<file path="config.mk">
export PLATFORM = sky130hd
export DESIGN_NAME = wb_sram_arbiter
export DESIGN_NICKNAME = d
export VERILOG_FILES = /design/src/rtl/wb_sram_arbiter.sv
export SDC_FILE = /design/constraint.sdc
export NUM_CORES = 1
export LEC_CHECK = 0
export CAP_MARGIN = 20
export CORE_AREA = 2 2 123 125
export DETAILED_ROUTE_END_ITERATION = 12
export DIE_AREA = 0 0 125 127
export REMOVE_ABC_BUFFERS = 1
export SYNTH_ARGS = -nofsm -noshare
export SYNTH_HDL_FRONTEND = slang
export SYNTH_SLANG_ARGS = --single-unit
</file>
<file path="constraint.sdc">
create_clock -name clk -period 4.2 [get_ports clk]
set_input_delay 0.84 -clock clk [delete_from_list [all_inputs] [get_ports clk]]
set_output_delay 0.84 -clock clk [all_outputs]
set_load 0.005 [all_outputs]
</file>
<file path="src/rtl/wb_sram_arbiter.sv">
// wb_sram_arbiter: two-master Wishbone arbiter in front of the 16-bit SRAM
// controller. A master owns the slave for a whole Wishbone cycle. Ownership
// alternates round-robin when both masters request. A watchdog ends a strobe
// that the slave never answers by returning an error to the owning master.
//
// Ports:
//   clk, reset          system clock, synchronous active-high reset
//   m0_* / m1_*         Wishbone master ports (cyc/stb/we/adr/sel/dat in,
//                       dat/ack/err out)
//   s_*                 Wishbone slave port toward the SRAM controller
//   grant_o             one-hot current owner (bit0 = m0), 00 when idle
//   timeout_o           one-cycle pulse when the watchdog fires
module wb_sram_arbiter #(
  parameter int adr_width = 32,
  parameter int timeout   = 255,
  parameter int cnt_width = 8
) (
  input  logic                 clk,
  input  logic                 reset,
  input  logic                 m0_cyc_i,
  input  logic                 m0_stb_i,
  input  logic                 m0_we_i,
  input  logic [adr_width-1:0] m0_adr_i,
  input  logic [3:0]           m0_sel_i,
  input  logic [31:0]          m0_dat_i,
  output logic [31:0]          m0_dat_o,
  output logic                 m0_ack_o,
  output logic                 m0_err_o,
  input  logic                 m1_cyc_i,
  input  logic                 m1_stb_i,
  input  logic                 m1_we_i,
  input  logic [adr_width-1:0] m1_adr_i,
  input  logic [3:0]           m1_sel_i,
  input  logic [31:0]          m1_dat_i,
  output logic [31:0]          m1_dat_o,
  output logic                 m1_ack_o,
  output logic                 m1_err_o,
  output logic                 s_cyc_o,
  output logic                 s_stb_o,
  output logic                 s_we_o,
  output logic [adr_width-1:0] s_adr_o,
  output logic [3:0]           s_sel_o,
  output logic [31:0]          s_dat_o,
  input  logic [31:0]          s_dat_i,
  input  logic                 s_ack_i,
  output logic [1:0]           grant_o,
  output logic                 timeout_o
);

  typedef enum logic [1:0] {IDLE, GNT0, GNT1} state_t;

  state_t               state, state_next;
  logic                 last, last_next;
  logic [cnt_width-1:0] cnt;
  logic                 granted, own_cyc, own_stb, pending, wd_fire;

  // Read data is broadcast; only the acked master samples it.
  assign m0_dat_o = s_dat_i;
  assign m1_dat_o = s_dat_i;

  always_comb begin
    granted = (state != IDLE);
    own_cyc = 1'b0;
    own_stb = 1'b0;
    if (state == GNT0) begin
      own_cyc = m0_cyc_i;
      own_stb = m0_stb_i;
    end else if (state == GNT1) begin
      own_cyc = m1_cyc_i;
      own_stb = m1_stb_i;
    end
    // An ack in the same cycle the count expires wins over the watchdog.
    pending = granted & own_stb & ~s_ack_i;
    wd_fire = (timeout != 0) && (cnt == cnt_width'(timeout)) && pending;
  end

  // Slave-side and master-side outputs
  always_comb begin
    s_cyc_o   = 1'b0;
    s_stb_o   = 1'b0;
    s_we_o    = 1'b0;
    s_adr_o   = '0;
    s_sel_o   = '0;
    s_dat_o   = '0;
    m0_ack_o  = 1'b0;
    m0_err_o  = 1'b0;
    m1_ack_o  = 1'b0;
    m1_err_o  = 1'b0;
    grant_o   = {state == GNT1, state == GNT0};
    timeout_o = wd_fire;
    if (state == GNT0) begin
      s_cyc_o  = m0_cyc_i;
      s_stb_o  = m0_stb_i & ~wd_fire;
      s_we_o   = m0_we_i;
      s_adr_o  = m0_adr_i;
      s_sel_o  = m0_sel_i;
      s_dat_o  = m0_dat_i;
      m0_ack_o = s_ack_i;
      m0_err_o = wd_fire;
    end else if (state == GNT1) begin
      s_cyc_o  = m1_cyc_i;
      s_stb_o  = m1_stb_i & ~wd_fire;
      s_we_o   = m1_we_i;
      s_adr_o  = m1_adr_i;
      s_sel_o  = m1_sel_i;
      s_dat_o  = m1_dat_i;
      m1_ack_o = s_ack_i;
      m1_err_o = wd_fire;
    end
  end

  // Next-state: the release cycle (owner's cyc low) doubles as the mandatory
  // s_cyc_o-low gap, so a waiting master can be handed the slave directly.
  always_comb begin
    state_next = state;
    last_next  = last;
    case (state)
      IDLE: begin
        if (m0_cyc_i && m1_cyc_i) state_next = last ? GNT0 : GNT1;
        else if (m0_cyc_i)        state_next = GNT0;
        else if (m1_cyc_i)        state_next = GNT1;
      end
      GNT0: begin
        if (!m0_cyc_i) begin
          last_next  = 1'b0;
          state_next = m1_cyc_i ? GNT1 : IDLE;
        end
      end
      GNT1: begin
        if (!m1_cyc_i) begin
          last_next  = 1'b1;
          state_next = m0_cyc_i ? GNT0 : IDLE;
        end
      end
      default: state_next = IDLE;
    endcase
  end

  always_ff @(posedge clk) begin
    if (reset) begin
      state <= IDLE;
      last  <= 1'b1;
    end else begin
      state <= state_next;
      last  <= last_next;
    end
  end

  always_ff @(posedge clk) begin
    if (reset || (state_next != state) || s_ack_i || wd_fire) begin
      cnt <= '0;
    end else if (s_stb_o) begin
      cnt <= cnt + 1'b1;
    end
  end

endmodule

</file>
==> impl_results.md, run 1 <==
- Top-area cell type share of the netlist area: 0.319
- Outcome: finished, final reports clean
- Post-DP HPWL: around 11000 um
- Post-CTS Setup Bufs: 0
- Clock-pin slew on the worst setup and hold paths: roughly 0.040 ns
- Asr flop ratio synth: 0
- WL met3: 1910 um
- Synth warnings: 0
- Clock share of power: 0.275
- GRT Resource Usage Total: 0.145
- Reg power frac: 0.175
- Cts repair resizes: 0
- CP Capture Type: primary output
- Die Y: roughly 130 um
- Vias in the first global route: around 2500
- Max VDD drop: around 0.00011 V
- Total iterations of the first detailed-routing run: 4
- M1 WL: 4930 um
- Vias: between 2000 and 2500
- Area of the mapped netlist: ~1900 um^2
- Final WL: approximately 12000 um
- Crit path DAT: between 2 and 3 ns
- Core Region: ~14000 um^2
- Boundary Pins: approximately 320
- Post-Syn Area per Cell: roughly 8.1 um^2
- Drt drc: 0
- RSZ-0062 raised after global routing: false
- Max_cap viols: 0
- F_max: about 0.27 GHz
- Switching part of the total: 0.252
- TritonCTS Buffers: 3
- Largest stage delay, worst path: approximately 0.50 ns
- I/O Buffers: roughly 220
- Number of routed nets with antenna violations: 0
- Max stage delay cell, worst path: clkdlybuf4s50_1
- Ys flop type: dfxtp_1
- Post-synthesis cell count: 233
- Worst skew pair latency: between 0.2 and 0.25 ns
- Via density per instance: between 4 and 5
- Cell taking the most area after synthesis: a22o_1
- Slew headroom: 0.648
- CP dominant cell by count: clkdlybuf4s50_1
- Fin Hold WS: slightly above 0.5 ns
- Initial antenna violation count: 1
- CP cell instances: clkdlybuf4s50_1, nand3b_1, a211oi_1, nor2b_1, buf_4, and2_1, clkdlybuf4s50_1
- Clock skew: a little over 0.003 ns
- Synth area leaders: a22o_1 (32%), buf_4 (27%), dfxtp_1 (12%)
- Final instance area: between 3000 and 4000 um^2
- Die Wd: 125 um
- H-tree depth: 1
- Setup tns final: 0 ns
- Dpl cells: ~560
- Number of synthesized flops with an enable pin: 0
- Initial Util: 0.131
- Power Density: approximately 160 nW/um^2
- Sequential-to-total area share from yosys stat: 0.116
- DR WL met2: between 5000 and 6000 um
- Tcrit/Tclk final: 0.898
- Internal: between 400 and 500 uW
- Max-slew violations: 0
- Global route total overflow: 0
- # rows: 44
- Final nets: between 500 and 600
- Largest fanout on the critical path: 4
- DR top layer: met5
- Comb power frac: 0.550
- WL per Instance: roughly 22 um
- Share of post-route cells with drive strength above 1: 0.0528
- Final setup violation count: 0
- Required time worst endpoint: roughly 3.4 ns
- FF+latch count, synth: 11
- Hold Buf Count CTS: 0
- Synth unique cells: 36
- GPL Wtd Cong: between 0.7 and 0.8
- Initial DRC count: 64
- Leakage power: around 0.0014 uW
- CTS Buffer Depth: 2
- Cell Area, Placed: between 3000 and 4000 um^2
- Hold crit path type: reg2reg
- TritonCTS Sinks: 11
- Root Buffer: clkbuf_16
- CP Launch Type: input pin
- Critical path class: in2out
- CTS tree: yes
- Synth-to-Final Area Change: 106%
- Sw power: ~160 uW
- Global-route wire length before repair: around 17000 um
- Largest net degree at the start of global routing: around 70
- DIE AREA: between 15000 and 20000 um^2
- Fin. Hold Viols: 0
- Non-Filler Instances: between 500 and 600
- Util after Layout: 0.271
- Minimum clock period: 3.77 ns
- Least-Margin Pin Slew: between 0.5 and 0.6 ns
[final cells by class]
class | instances | area, um^2
repair buffers | 227 | 2280
inverters | 3 | 11.3
diodes | 1 | 2.50
well taps | 184 | 230
flip-flops and latches | 11 | 220
multi-input cells | 134 | 1080
fillers | 1573 | 10500
clock buffers | 4 | 78.8
[sequential cells by signal, summed over array words and instances, names as in the netlist]
signal,count
state,2
last,1
cnt,8
[worst paths after layout]
path              endpoint  slack (ns)  cells after the start  startpoint
hold reg to reg     cnt[5]        0.51                      2      cnt[5]
setup reg to reg    cnt[4]        2.20                      6    state[0]
setup / recovery  m1_err_o        0.43                      7    m0_stb_i
hold / removal      cnt[5]        0.51                      2      cnt[5]
[power groups by stage]
stage | clock network (uW) | logic [uW] | registers (uW)
floorplan | 0 | 85.3 | 112
global placement | 0 | 350 | 113
detailed placement | 0 | 353 | 113
CTS | 178 | 354 | 111
global route | 182 | 371 | 112
finish | 175 | 349 | 111
[per-layer routing]
| metal | track usage | vias up |
|---|---|---|
| li1 | - | 1114 |
| met1 | 0.168 | 1117 |
| met2 | 0.211 | 204 |
| met3 | 0.105 | 13 |
| met4 | 0.0307 | 4 |
| met5 | 0.0588 | - |
[worst max-delay path, delay by kind of cell]
| family | cells | cell delay, ns |
|---|---|---|
| AND/OR/NAND/NOR | 3 | 0.56 |
| AO/OA/AOI/OAI | 1 | 0.37 |
| buffers and inverters | 3 | 1.16 |
[logic make-up after synthesis]
family	count (synthesis)	share of synthesized area
compound gates	94	0.426
xor+xnor	2	0.00925
fa+ha+maj	1	0.00660
buf+inv	88	0.318
flops	11	0.116
simple gates	37	0.124
[cells in the final DEF, fill, tap and decap left out, drive strengths merged, types with 4 or more instances in the layout]
cell type      instances
clkdlybuf4s50        222
a22o                  69
dfxtp                 11
o21ai                  7
a211oi                 7
buf                    5
and2                   4
nand2                  4
o31ai                  4
nor2                   4
clkbuf                 4
[cell usage after synthesis, drive strengths merged, types with 4 or more instances]
library cell / count
buf: 79
a22o: 69
dfxtp: 11
a211oi: 7
o21ai: 7
clkbuf: 6
and2: 4
nand2: 4
nor2: 4
o31ai: 4
[per-stage QoR]
step                      setup slack [ns]  power (uW)
after global placement               0.443         463
after CTS                            0.422         644
after global routing                 0.315         665
after detailed placement             0.433         466
final                                0.429         636
after floorplan                      0.219         197
(Power assumes the default switching activity.)
==> inputs of run 2 (changes only) <==
--- a/config.mk
+++ b/config.mk
@@ -5,6 +5,7 @@
 export SDC_FILE = /design/constraint.sdc
 export NUM_CORES = 1
 export LEC_CHECK = 0
+export ABC_CLOCK_PERIOD_IN_PS = 4200
 export CAP_MARGIN = 20
 export CORE_AREA = 2 2 123 125
 export DETAILED_ROUTE_END_ITERATION = 12
==> results of run 2 <==
Same layout as run 1: the final DEF is identical, and so are final timing and power.
